[config.mk]
export PLATFORM = sky130hd
export DESIGN_NAME = id_stage_pipe_flat
export DESIGN_NICKNAME = d
export VERILOG_FILES = /design/src/rtl/id_pkg.sv /design/src/rtl/id_stage_pipe_if.sv /design/src/rtl/id_regfile.sv /design/src/rtl/id_stage_pipe.sv /design/src/flat_wrapper.sv
export SDC_FILE = /design/constraint.sdc
export NUM_CORES = 2
export LEC_CHECK = 0
export CAP_MARGIN = 20
export CORE_UTILIZATION = 60
export DETAILED_ROUTE_END_ITERATION = 12
export PLACE_DENSITY = 0.81
export SLEW_MARGIN = 5
export SYNTH_ARGS = -nofsm -noshare
export SYNTH_HDL_FRONTEND = slang
export SYNTH_SLANG_ARGS = --single-unit
[constraint.sdc]
create_clock -name clk -period 90.6 [get_ports clk]
set_clock_uncertainty 0.15 [all_clocks]
set_input_delay 22.65 -clock clk [delete_from_list [all_inputs] [get_ports clk]]
set_output_delay 22.65 -clock clk [all_outputs]
set_load 0.01 [all_outputs]
[src/rtl/id_pkg.sv]
// rtl/id_pkg.sv - opcode/ALU/branch encodings, control bundle and decoder for the ID stage
package id_pkg;

  localparam logic [5:0] OP_NOP  = 6'b000000;
  localparam logic [5:0] OP_ADD  = 6'b000001;
  localparam logic [5:0] OP_SUB  = 6'b000011;
  localparam logic [5:0] OP_AND  = 6'b000101;
  localparam logic [5:0] OP_OR   = 6'b000110;
  localparam logic [5:0] OP_NOR  = 6'b000111;
  localparam logic [5:0] OP_XOR  = 6'b001000;
  localparam logic [5:0] OP_SLA  = 6'b001001;
  localparam logic [5:0] OP_SLL  = 6'b001010;
  localparam logic [5:0] OP_SRA  = 6'b001011;
  localparam logic [5:0] OP_SRL  = 6'b001100;
  localparam logic [5:0] OP_ADDI = 6'b100000;
  localparam logic [5:0] OP_SUBI = 6'b100001;
  localparam logic [5:0] OP_LD   = 6'b100100;
  localparam logic [5:0] OP_ST   = 6'b100101;
  localparam logic [5:0] OP_BEZ  = 6'b101000;
  localparam logic [5:0] OP_BNE  = 6'b101001;
  localparam logic [5:0] OP_JMP  = 6'b101010;

  localparam logic [3:0] EXE_NOP = 4'd0;
  localparam logic [3:0] EXE_ADD = 4'd1;
  localparam logic [3:0] EXE_SUB = 4'd2;
  localparam logic [3:0] EXE_AND = 4'd3;
  localparam logic [3:0] EXE_OR  = 4'd4;
  localparam logic [3:0] EXE_NOR = 4'd5;
  localparam logic [3:0] EXE_XOR = 4'd6;
  localparam logic [3:0] EXE_SLA = 4'd7;
  localparam logic [3:0] EXE_SLL = 4'd8;
  localparam logic [3:0] EXE_SRA = 4'd9;
  localparam logic [3:0] EXE_SRL = 4'd10;

  localparam logic [1:0] BR_NONE = 2'b00;
  localparam logic [1:0] BR_BEZ  = 2'b01;
  localparam logic [1:0] BR_BNE  = 2'b10;
  localparam logic [1:0] BR_JMP  = 2'b11;

  typedef struct packed {
    logic       wb_en;
    logic       mem_r;
    logic       mem_w;
    logic [1:0] br_type;
    logic [3:0] exe_cmd;
    logic       is_imm;
  } ctrl_t;

  // Unknown opcodes fall through to the all-zero NOP bundle.
  function automatic ctrl_t decode(input logic [5:0] op);
    ctrl_t c;
    c = '0;
    case (op)
      OP_ADD:  begin c.wb_en = 1'b1; c.exe_cmd = EXE_ADD; end
      OP_SUB:  begin c.wb_en = 1'b1; c.exe_cmd = EXE_SUB; end
      OP_AND:  begin c.wb_en = 1'b1; c.exe_cmd = EXE_AND; end
      OP_OR:   begin c.wb_en = 1'b1; c.exe_cmd = EXE_OR;  end
      OP_NOR:  begin c.wb_en = 1'b1; c.exe_cmd = EXE_NOR; end
      OP_XOR:  begin c.wb_en = 1'b1; c.exe_cmd = EXE_XOR; end
      OP_SLA:  begin c.wb_en = 1'b1; c.exe_cmd = EXE_SLA; end
      OP_SLL:  begin c.wb_en = 1'b1; c.exe_cmd = EXE_SLL; end
      OP_SRA:  begin c.wb_en = 1'b1; c.exe_cmd = EXE_SRA; end
      OP_SRL:  begin c.wb_en = 1'b1; c.exe_cmd = EXE_SRL; end
      OP_ADDI: begin c.wb_en = 1'b1; c.exe_cmd = EXE_ADD; c.is_imm = 1'b1; end
      OP_SUBI: begin c.wb_en = 1'b1; c.exe_cmd = EXE_SUB; c.is_imm = 1'b1; end
      OP_LD:   begin c.wb_en = 1'b1; c.mem_r = 1'b1; c.exe_cmd = EXE_ADD; c.is_imm = 1'b1; end
      OP_ST:   begin c.mem_w = 1'b1; c.exe_cmd = EXE_ADD; c.is_imm = 1'b1; end
      OP_BEZ:  begin c.br_type = BR_BEZ; c.is_imm = 1'b1; end
      OP_BNE:  begin c.br_type = BR_BNE; c.is_imm = 1'b1; end
      OP_JMP:  begin c.br_type = BR_JMP; c.is_imm = 1'b1; end
      default: c = '0;
    endcase
    return c;
  endfunction

  // ST and BNE still read rs2 even though their second operand is the immediate.
  function automatic logic rs2_used(input logic [5:0] op, input logic is_imm);
    return !is_imm || (op == OP_ST) || (op == OP_BNE);
  endfunction

endpackage

[src/rtl/id_stage_pipe_if.sv]
// rtl/id_stage_pipe_if.sv - IF/WB inputs and ID/EX outputs of the decode stage
interface id_stage_pipe_if #(
  parameter int XLEN = 32,
  parameter int RAW  = 5
);
  logic [31:0]     instr_in;
  logic [XLEN-1:0] pc_in;
  logic            if_valid;
  logic            hold_in;
  logic            flush;
  logic            wb_en;
  logic [RAW-1:0]  wb_dest;
  logic [XLEN-1:0] wb_data;

  logic            hazard_stall;
  logic            id_valid;
  logic            wb_en_out;
  logic            mem_r_out;
  logic            mem_w_out;
  logic [1:0]      br_type_out;
  logic [3:0]      exe_cmd_out;
  logic [XLEN-1:0] val1;
  logic [XLEN-1:0] val2;
  logic [XLEN-1:0] st_val;
  logic [XLEN-1:0] pc_out;
  logic [RAW-1:0]  dest_out;
  logic [RAW-1:0]  src1_out;
  logic [RAW-1:0]  src2_out;

  modport master (
    output instr_in, pc_in, if_valid, hold_in, flush, wb_en, wb_dest, wb_data,
    input  hazard_stall, id_valid, wb_en_out, mem_r_out, mem_w_out, br_type_out,
           exe_cmd_out, val1, val2, st_val, pc_out, dest_out, src1_out, src2_out
  );

  modport slave (
    input  instr_in, pc_in, if_valid, hold_in, flush, wb_en, wb_dest, wb_data,
    output hazard_stall, id_valid, wb_en_out, mem_r_out, mem_w_out, br_type_out,
           exe_cmd_out, val1, val2, st_val, pc_out, dest_out, src1_out, src2_out
  );
endinterface

[src/rtl/id_regfile.sv]
// rtl/id_regfile.sv - register file, two async read ports, r0 hardwired to zero
// ID_REGFILE_BYPASS_EN: same-cycle writeback data is forwarded onto matching read ports.
module id_regfile #(
  parameter int XLEN  = 32,
  parameter int NREGS = 32,
  parameter int RAW   = $clog2(NREGS)
) (
  input  logic            clk,
  input  logic            rst,
  input  logic [RAW-1:0]  rd_idx1,
  input  logic [RAW-1:0]  rd_idx2,
  output logic [XLEN-1:0] rd_data1,
  output logic [XLEN-1:0] rd_data2,
  input  logic            wr_en,
  input  logic [RAW-1:0]  wr_idx,
  input  logic [XLEN-1:0] wr_data
);

  logic [XLEN-1:0] regs_q [NREGS];
  logic [XLEN-1:0] regs_d [NREGS];

  always_comb begin
    regs_d = regs_q;
    if (wr_en && (wr_idx != '0)) begin
      regs_d[wr_idx] = wr_data;
    end
  end

  always_ff @(posedge clk or posedge rst) begin
    if (rst) begin
      regs_q <= '{default: '0};
    end else begin
      regs_q <= regs_d;
    end
  end

  always_comb begin
    rd_data1 = (rd_idx1 == '0) ? '0 : regs_q[rd_idx1];
    rd_data2 = (rd_idx2 == '0) ? '0 : regs_q[rd_idx2];
`ifdef ID_REGFILE_BYPASS_EN
    if (wr_en && (wr_idx != '0) && (rd_idx1 == wr_idx)) rd_data1 = wr_data;
    if (wr_en && (wr_idx != '0) && (rd_idx2 == wr_idx)) rd_data2 = wr_data;
`endif
  end

endmodule

[src/rtl/id_stage_pipe.sv]
// rtl/id_stage_pipe.sv - decode stage: regfile read, decode, load-use stall, ID/EX register
// ID_REGFILE_BYPASS_EN selects write-before-read in the register file.
module id_stage_pipe
  import id_pkg::*;
#(
  parameter int              XLEN   = 32,
  parameter int              NREGS  = 32,
  parameter logic [XLEN-1:0] RST_PC = '0
) (
  input  logic         clk,
  input  logic         rst,
  id_stage_pipe_if.slave bus
);

  localparam int RAW = $clog2(NREGS);

  logic [5:0]      opcode;
  logic [RAW-1:0]  rs1, rs2, rd, dest;
  ctrl_t           ctrl;
  logic [XLEN-1:0] imm_ext, rs1_val, rs2_val;
  logic            hazard;

  logic            valid_q, valid_d;
  logic            wb_q, wb_d, mr_q, mr_d, mw_q, mw_d;
  logic [1:0]      br_q, br_d;
  logic [3:0]      cmd_q, cmd_d;
  logic [XLEN-1:0] val1_q, val1_d, val2_q, val2_d, st_q, st_d, pc_q, pc_d;
  logic [RAW-1:0]  dest_q, dest_d, src1_q, src1_d, src2_q, src2_d;

  assign opcode  = bus.instr_in[31:26];
  assign rs1     = bus.instr_in[21 +: RAW];
  assign rs2     = bus.instr_in[16 +: RAW];
  assign rd      = bus.instr_in[11 +: RAW];
  assign ctrl    = decode(opcode);
  assign imm_ext = XLEN'($signed(bus.instr_in[15:0]));
  assign dest    = ctrl.is_imm ? rs2 : rd;

  id_regfile #(.XLEN(XLEN), .NREGS(NREGS), .RAW(RAW)) u_regfile (
    .clk      (clk),
    .rst      (rst),
    .rd_idx1  (rs1),
    .rd_idx2  (rs2),
    .rd_data1 (rs1_val),
    .rd_data2 (rs2_val),
    .wr_en    (bus.wb_en),
    .wr_idx   (bus.wb_dest),
    .wr_data  (bus.wb_data)
  );

  // A load in ID/EX whose target is read here cannot be forwarded in time.
  assign hazard = bus.if_valid && valid_q && mr_q && (dest_q != '0) && !bus.hold_in &&
                  ((rs1 == dest_q) || (rs2_used(opcode, ctrl.is_imm) && (rs2 == dest_q)));

  always_comb begin
    valid_d = valid_q; wb_d = wb_q; mr_d = mr_q; mw_d = mw_q; br_d = br_q; cmd_d = cmd_q;
    val1_d = val1_q; val2_d = val2_q; st_d = st_q; pc_d = pc_q;
    dest_d = dest_q; src1_d = src1_q; src2_d = src2_q;
    if (bus.flush || (!bus.hold_in && hazard)) begin
      valid_d = 1'b0; wb_d = 1'b0; mr_d = 1'b0; mw_d = 1'b0; br_d = '0; cmd_d = '0;
      val1_d = '0; val2_d = '0; st_d = '0; pc_d = RST_PC;
      dest_d = '0; src1_d = '0; src2_d = '0;
    end else if (!bus.hold_in) begin
      valid_d = bus.if_valid;
      wb_d    = bus.if_valid && ctrl.wb_en;
      mr_d    = bus.if_valid && ctrl.mem_r;
      mw_d    = bus.if_valid && ctrl.mem_w;
      br_d    = bus.if_valid ? ctrl.br_type : 2'b00;
      cmd_d   = bus.if_valid ? ctrl.exe_cmd : 4'd0;
      val1_d  = rs1_val;
      val2_d  = ctrl.is_imm ? imm_ext : rs2_val;
      st_d    = rs2_val;
      pc_d    = bus.pc_in;
      dest_d  = dest;
      src1_d  = rs1;
      src2_d  = rs2;
    end
  end

  always_ff @(posedge clk or posedge rst) begin
    if (rst) begin
      valid_q <= 1'b0; wb_q <= 1'b0; mr_q <= 1'b0; mw_q <= 1'b0; br_q <= '0; cmd_q <= '0;
      val1_q <= '0; val2_q <= '0; st_q <= '0; pc_q <= RST_PC;
      dest_q <= '0; src1_q <= '0; src2_q <= '0;
    end else begin
      valid_q <= valid_d; wb_q <= wb_d; mr_q <= mr_d; mw_q <= mw_d; br_q <= br_d; cmd_q <= cmd_d;
      val1_q <= val1_d; val2_q <= val2_d; st_q <= st_d; pc_q <= pc_d;
      dest_q <= dest_d; src1_q <= src1_d; src2_q <= src2_d;
    end
  end

  assign bus.hazard_stall = hazard;
  assign bus.id_valid     = valid_q;
  assign bus.wb_en_out    = wb_q;
  assign bus.mem_r_out    = mr_q;
  assign bus.mem_w_out    = mw_q;
  assign bus.br_type_out  = br_q;
  assign bus.exe_cmd_out  = cmd_q;
  assign bus.val1         = val1_q;
  assign bus.val2         = val2_q;
  assign bus.st_val       = st_q;
  assign bus.pc_out       = pc_q;
  assign bus.dest_out     = dest_q;
  assign bus.src1_out     = src1_q;
  assign bus.src2_out     = src2_q;

endmodule

[src/flat_wrapper.sv]
// flat-port wrapper written by rule: the top's interface ports become plain ports
module id_stage_pipe_flat import id_pkg::*;
#(
  parameter int              XLEN   = 32,
  parameter int              NREGS  = 32,
  parameter logic [XLEN-1:0] RST_PC = '0
)
  (clk, rst, bus_instr_in, bus_pc_in, bus_if_valid, bus_hold_in, bus_flush, bus_wb_en, bus_wb_dest, bus_wb_data, bus_hazard_stall, bus_id_valid, bus_wb_en_out, bus_mem_r_out, bus_mem_w_out, bus_br_type_out, bus_exe_cmd_out, bus_val1, bus_val2, bus_st_val, bus_pc_out, bus_dest_out, bus_src1_out, bus_src2_out);
  id_stage_pipe_if #(.XLEN(XLEN), .RAW(5)) bus_i ();
  input  logic clk;
  input  logic rst;
  input wire logic [$bits(bus_i.instr_in)-1:0] bus_instr_in;
  input wire logic [$bits(bus_i.pc_in)-1:0] bus_pc_in;
  input wire logic [$bits(bus_i.if_valid)-1:0] bus_if_valid;
  input wire logic [$bits(bus_i.hold_in)-1:0] bus_hold_in;
  input wire logic [$bits(bus_i.flush)-1:0] bus_flush;
  input wire logic [$bits(bus_i.wb_en)-1:0] bus_wb_en;
  input wire logic [$bits(bus_i.wb_dest)-1:0] bus_wb_dest;
  input wire logic [$bits(bus_i.wb_data)-1:0] bus_wb_data;
  output wire logic [$bits(bus_i.hazard_stall)-1:0] bus_hazard_stall;
  output wire logic [$bits(bus_i.id_valid)-1:0] bus_id_valid;
  output wire logic [$bits(bus_i.wb_en_out)-1:0] bus_wb_en_out;
  output wire logic [$bits(bus_i.mem_r_out)-1:0] bus_mem_r_out;
  output wire logic [$bits(bus_i.mem_w_out)-1:0] bus_mem_w_out;
  output wire logic [$bits(bus_i.br_type_out)-1:0] bus_br_type_out;
  output wire logic [$bits(bus_i.exe_cmd_out)-1:0] bus_exe_cmd_out;
  output wire logic [$bits(bus_i.val1)-1:0] bus_val1;
  output wire logic [$bits(bus_i.val2)-1:0] bus_val2;
  output wire logic [$bits(bus_i.st_val)-1:0] bus_st_val;
  output wire logic [$bits(bus_i.pc_out)-1:0] bus_pc_out;
  output wire logic [$bits(bus_i.dest_out)-1:0] bus_dest_out;
  output wire logic [$bits(bus_i.src1_out)-1:0] bus_src1_out;
  output wire logic [$bits(bus_i.src2_out)-1:0] bus_src2_out;
  assign bus_i.instr_in = bus_instr_in;
  assign bus_i.pc_in = bus_pc_in;
  assign bus_i.if_valid = bus_if_valid;
  assign bus_i.hold_in = bus_hold_in;
  assign bus_i.flush = bus_flush;
  assign bus_i.wb_en = bus_wb_en;
  assign bus_i.wb_dest = bus_wb_dest;
  assign bus_i.wb_data = bus_wb_data;
  assign bus_hazard_stall = bus_i.hazard_stall;
  assign bus_id_valid = bus_i.id_valid;
  assign bus_wb_en_out = bus_i.wb_en_out;
  assign bus_mem_r_out = bus_i.mem_r_out;
  assign bus_mem_w_out = bus_i.mem_w_out;
  assign bus_br_type_out = bus_i.br_type_out;
  assign bus_exe_cmd_out = bus_i.exe_cmd_out;
  assign bus_val1 = bus_i.val1;
  assign bus_val2 = bus_i.val2;
  assign bus_st_val = bus_i.st_val;
  assign bus_pc_out = bus_i.pc_out;
  assign bus_dest_out = bus_i.dest_out;
  assign bus_src1_out = bus_i.src1_out;
  assign bus_src2_out = bus_i.src2_out;
  id_stage_pipe #(.XLEN(XLEN), .NREGS(NREGS), .RST_PC(RST_PC)) u_core (.clk(clk), .rst(rst), .bus(bus_i));
endmodule
==> impl_metrics.ini <==
[cts]
cts_tree = yes
clk_pin_slew_worst_paths_ps = 60
insertion_delay_ps = 720
cts_max_path_buffers = 3
cts_root_buf = clkbuf_16
cts_resized = 0
cts_made_buffers = 116
postCtsSetupBuffers = 0
htree_levels = 3
cts_sinks = 1177
holdBufCountCts = 0

[drt]
via_count = 39300
wl_per_cell_um = 32.5
remaining_drc_errors = 0
routed_wl_um = 174000
ant_nets = 0
viasPerCell = 7.36
dr.pass1.iters = 5
first_iter_violations = 4849

[die]
initial_core_util_pct = 60.9
core_area_um2 = 97100
io_pins = 261
rows = 114
die_w_um = 316
die_h_um = 316
fp.dieArea_um2 = 99900

[critical_path]
path_class = input pin to output pin
r2r-start = u_core.bus.dest_out[1]
crit_path_end_kind = output pin
cp.arrival_ps = 24950
r2r_cells = 5
startpoint_type = input pin
reg2reg_setup_slack_ps = 87790
path_max_fanout = 12
worst_r2r_endpoint = u_core.bus.val2[6]
required_ps = 67800

[grt]
first_global_vias = 40100
grt.overflow.total = 0
grt.total_usage_pct = 35.3
grt_start_max_net_pins = 187
grt_pass1_wl_um = 261000
antenna_found_initial = 5

[sta]
finalSetupViolCount = 0
finalCritPeriodShare_pct = 52.7
relSlewSlack_pct = 24.8
rsz0062_at_grt = no
fmax_mhz = 20.9
setup_tns_ps = 0
worstMarginPinSlew_ps = 1120
finalHoldViolations = 0
fin_ws_ps = 42850
holdWs_ps = 247
maxSlewViolCount = 0
layout_min_cycle_time_ps = 47750

[yosys]
synth_edf_count = 0
synth_top_area_share_pct = 49.8
syn_inst = 3943
synthArstFlopShare_pct = 100
synth-seq-cells = 1177
yosys_warnings = 0
synth.largest_area_cell = dfrtp_1
yosys-top-cells-area = dfrtp_1 (50%), mux2_2 (19%), mux4_2 (17%)
yosys_most_used_dff = dfrtp_1
netlist-cell-type-count = 58
synth_area_um2 = 59200
syn-num-nets = 4050
seq_area_frac_synth_pct = 49.8
synth.avg_cell_area_um2 = 15.0

[outcome]
status = finished, final reports clean

[placement]
dpl.hpwl_um = 93100
dp_slack_ps = 42930
numPortBuffers = 260
gp_congestion = 0.844

[finish]
fin_nets = 4066
syn_to_final_growth_pct = 12.0
final_cell_mix = dfrtp_1 (1,177), mux2_2 (994), mux4_2 (443)
final_common_cell = dfrtp_1
post-route-util_pct = 68.2
drive_gt1_share_pct = 43.7

[hold_path]
worstHoldPathType = register to register
whs_endpoint = u_core.u_regfile.regs_q[1023]
min_from = u_core.u_regfile.regs_q[1023]
whs_path_depth = 0

[pwr]
powerDensity_nw_per_um2 = 22.0
p_leak_nw = 28.6
peakVddDrop_uv = 21.2

[run]
maxCapViolCount = 0
==> synth_stat cells, drive strengths merged (37+ instances only) <==
master  number
o221ai      59
dfrtp     1177
buf        209
a22o       118
a22oi       37
nand2       89
o22ai      159
mux4       462
o21ai       37
clkbuf     236
mux2i      102
mux2       994
==> area by class of cell <==
cell class              count  area (µm²)
diodes                      4        10.0
clock buffers             163        3330
clock inverters            54         643
fillers                  6324       30900
inverters                  19        78.8
multi-input cells        2302       27800
flip-flops and latches   1177       29500
well taps                1276        1600
repair buffers            343        3330
==> metal layers <==
| metal | up-vias | global-route usage [%] | routed length [µm] |
|---|---|---|---|
| met5 | - | 0 | 27 |
| met4 | 4 | 14.4 | 7140 |
| met3 | 450 | 9.99 | 20400 |
| met2 | 2491 | 52.5 | 78800 |
| met1 | 21000 | 49.7 | 67300 |
| li1 | 15400 | - | - |
==> power by group <==
group | switching [mW] | internal (mW)
registers | 0.0699 | 0.617
logic | 0.108 | 0.163
clock network | 0.213 | 0.288
total | 0.391 | 1.07
==> kinds of logic (layout without fill, tap and decap cells) <==
kind of cell,Yosys count,in the layout,synth area share (%)
AO/OA/AOI/OAI,488,488,6.00
XOR/XNOR,11,11,0.163
buffers and inverters,464,579,3.57
flip-flops,1177,1177,49.8
multiplexers,1558,1558,38.4
other,0,4,0
AND/OR/NAND/NOR,245,245,2.13
==> registers in the layout (all words and copies together), names as in the netlist, 2 cells and up <==
register and flops:
u_core.u_regfile.regs_q 1024, u_core.bus.pc_out 32, u_core.bus.st_val 32, u_core.bus.br_type_out 2, u_core.bus.src1_out 5, u_core.bus.val2 32
u_core.bus.exe_cmd_out 4, u_core.bus.val1 32, u_core.bus.dest_out 5, u_core.bus.src2_out 5
==> worst max path at each step <==
stage                     start                        end  slack [ps]  depth (start not counted)
2_1_floorplan               rst  u_core.bus.br_type_out[0]       34650                          1
3_3_place_gp   bus_instr_in[28]           bus_hazard_stall       43000                          6
3_5_place_dp   bus_instr_in[28]           bus_hazard_stall       42930                          6
4_1_cts        bus_instr_in[28]           bus_hazard_stall       42910                          6
5_1_grt        bus_instr_in[28]           bus_hazard_stall       42800                          6
6_report       bus_instr_in[28]           bus_hazard_stall       42850                          6
==> critical path, stage by stage <==
cell	delay (ps)
clkdlybuf4s50_1	750
a211oi_1	140
o21ai_0	280
nand4_1	320
nand2_1	250
clkdlybuf4s50_1	560
==> stage by stage <==
step / instances / cell area [µm²] / power (mW)
4_1_cts: 5332 / 66200 / 1.46
5_1_grt: 5334 / 66200 / 1.51
3_3_place_gp: 5115 / 62200 / 0.942
3_5_place_dp: 5115 / 62200 / 0.958
6_report: 5338 / 66300 / 1.46
2_1_floorplan: 3943 / 59200 / 0.881
Note: power is estimated with default switching activity, not from simulation.
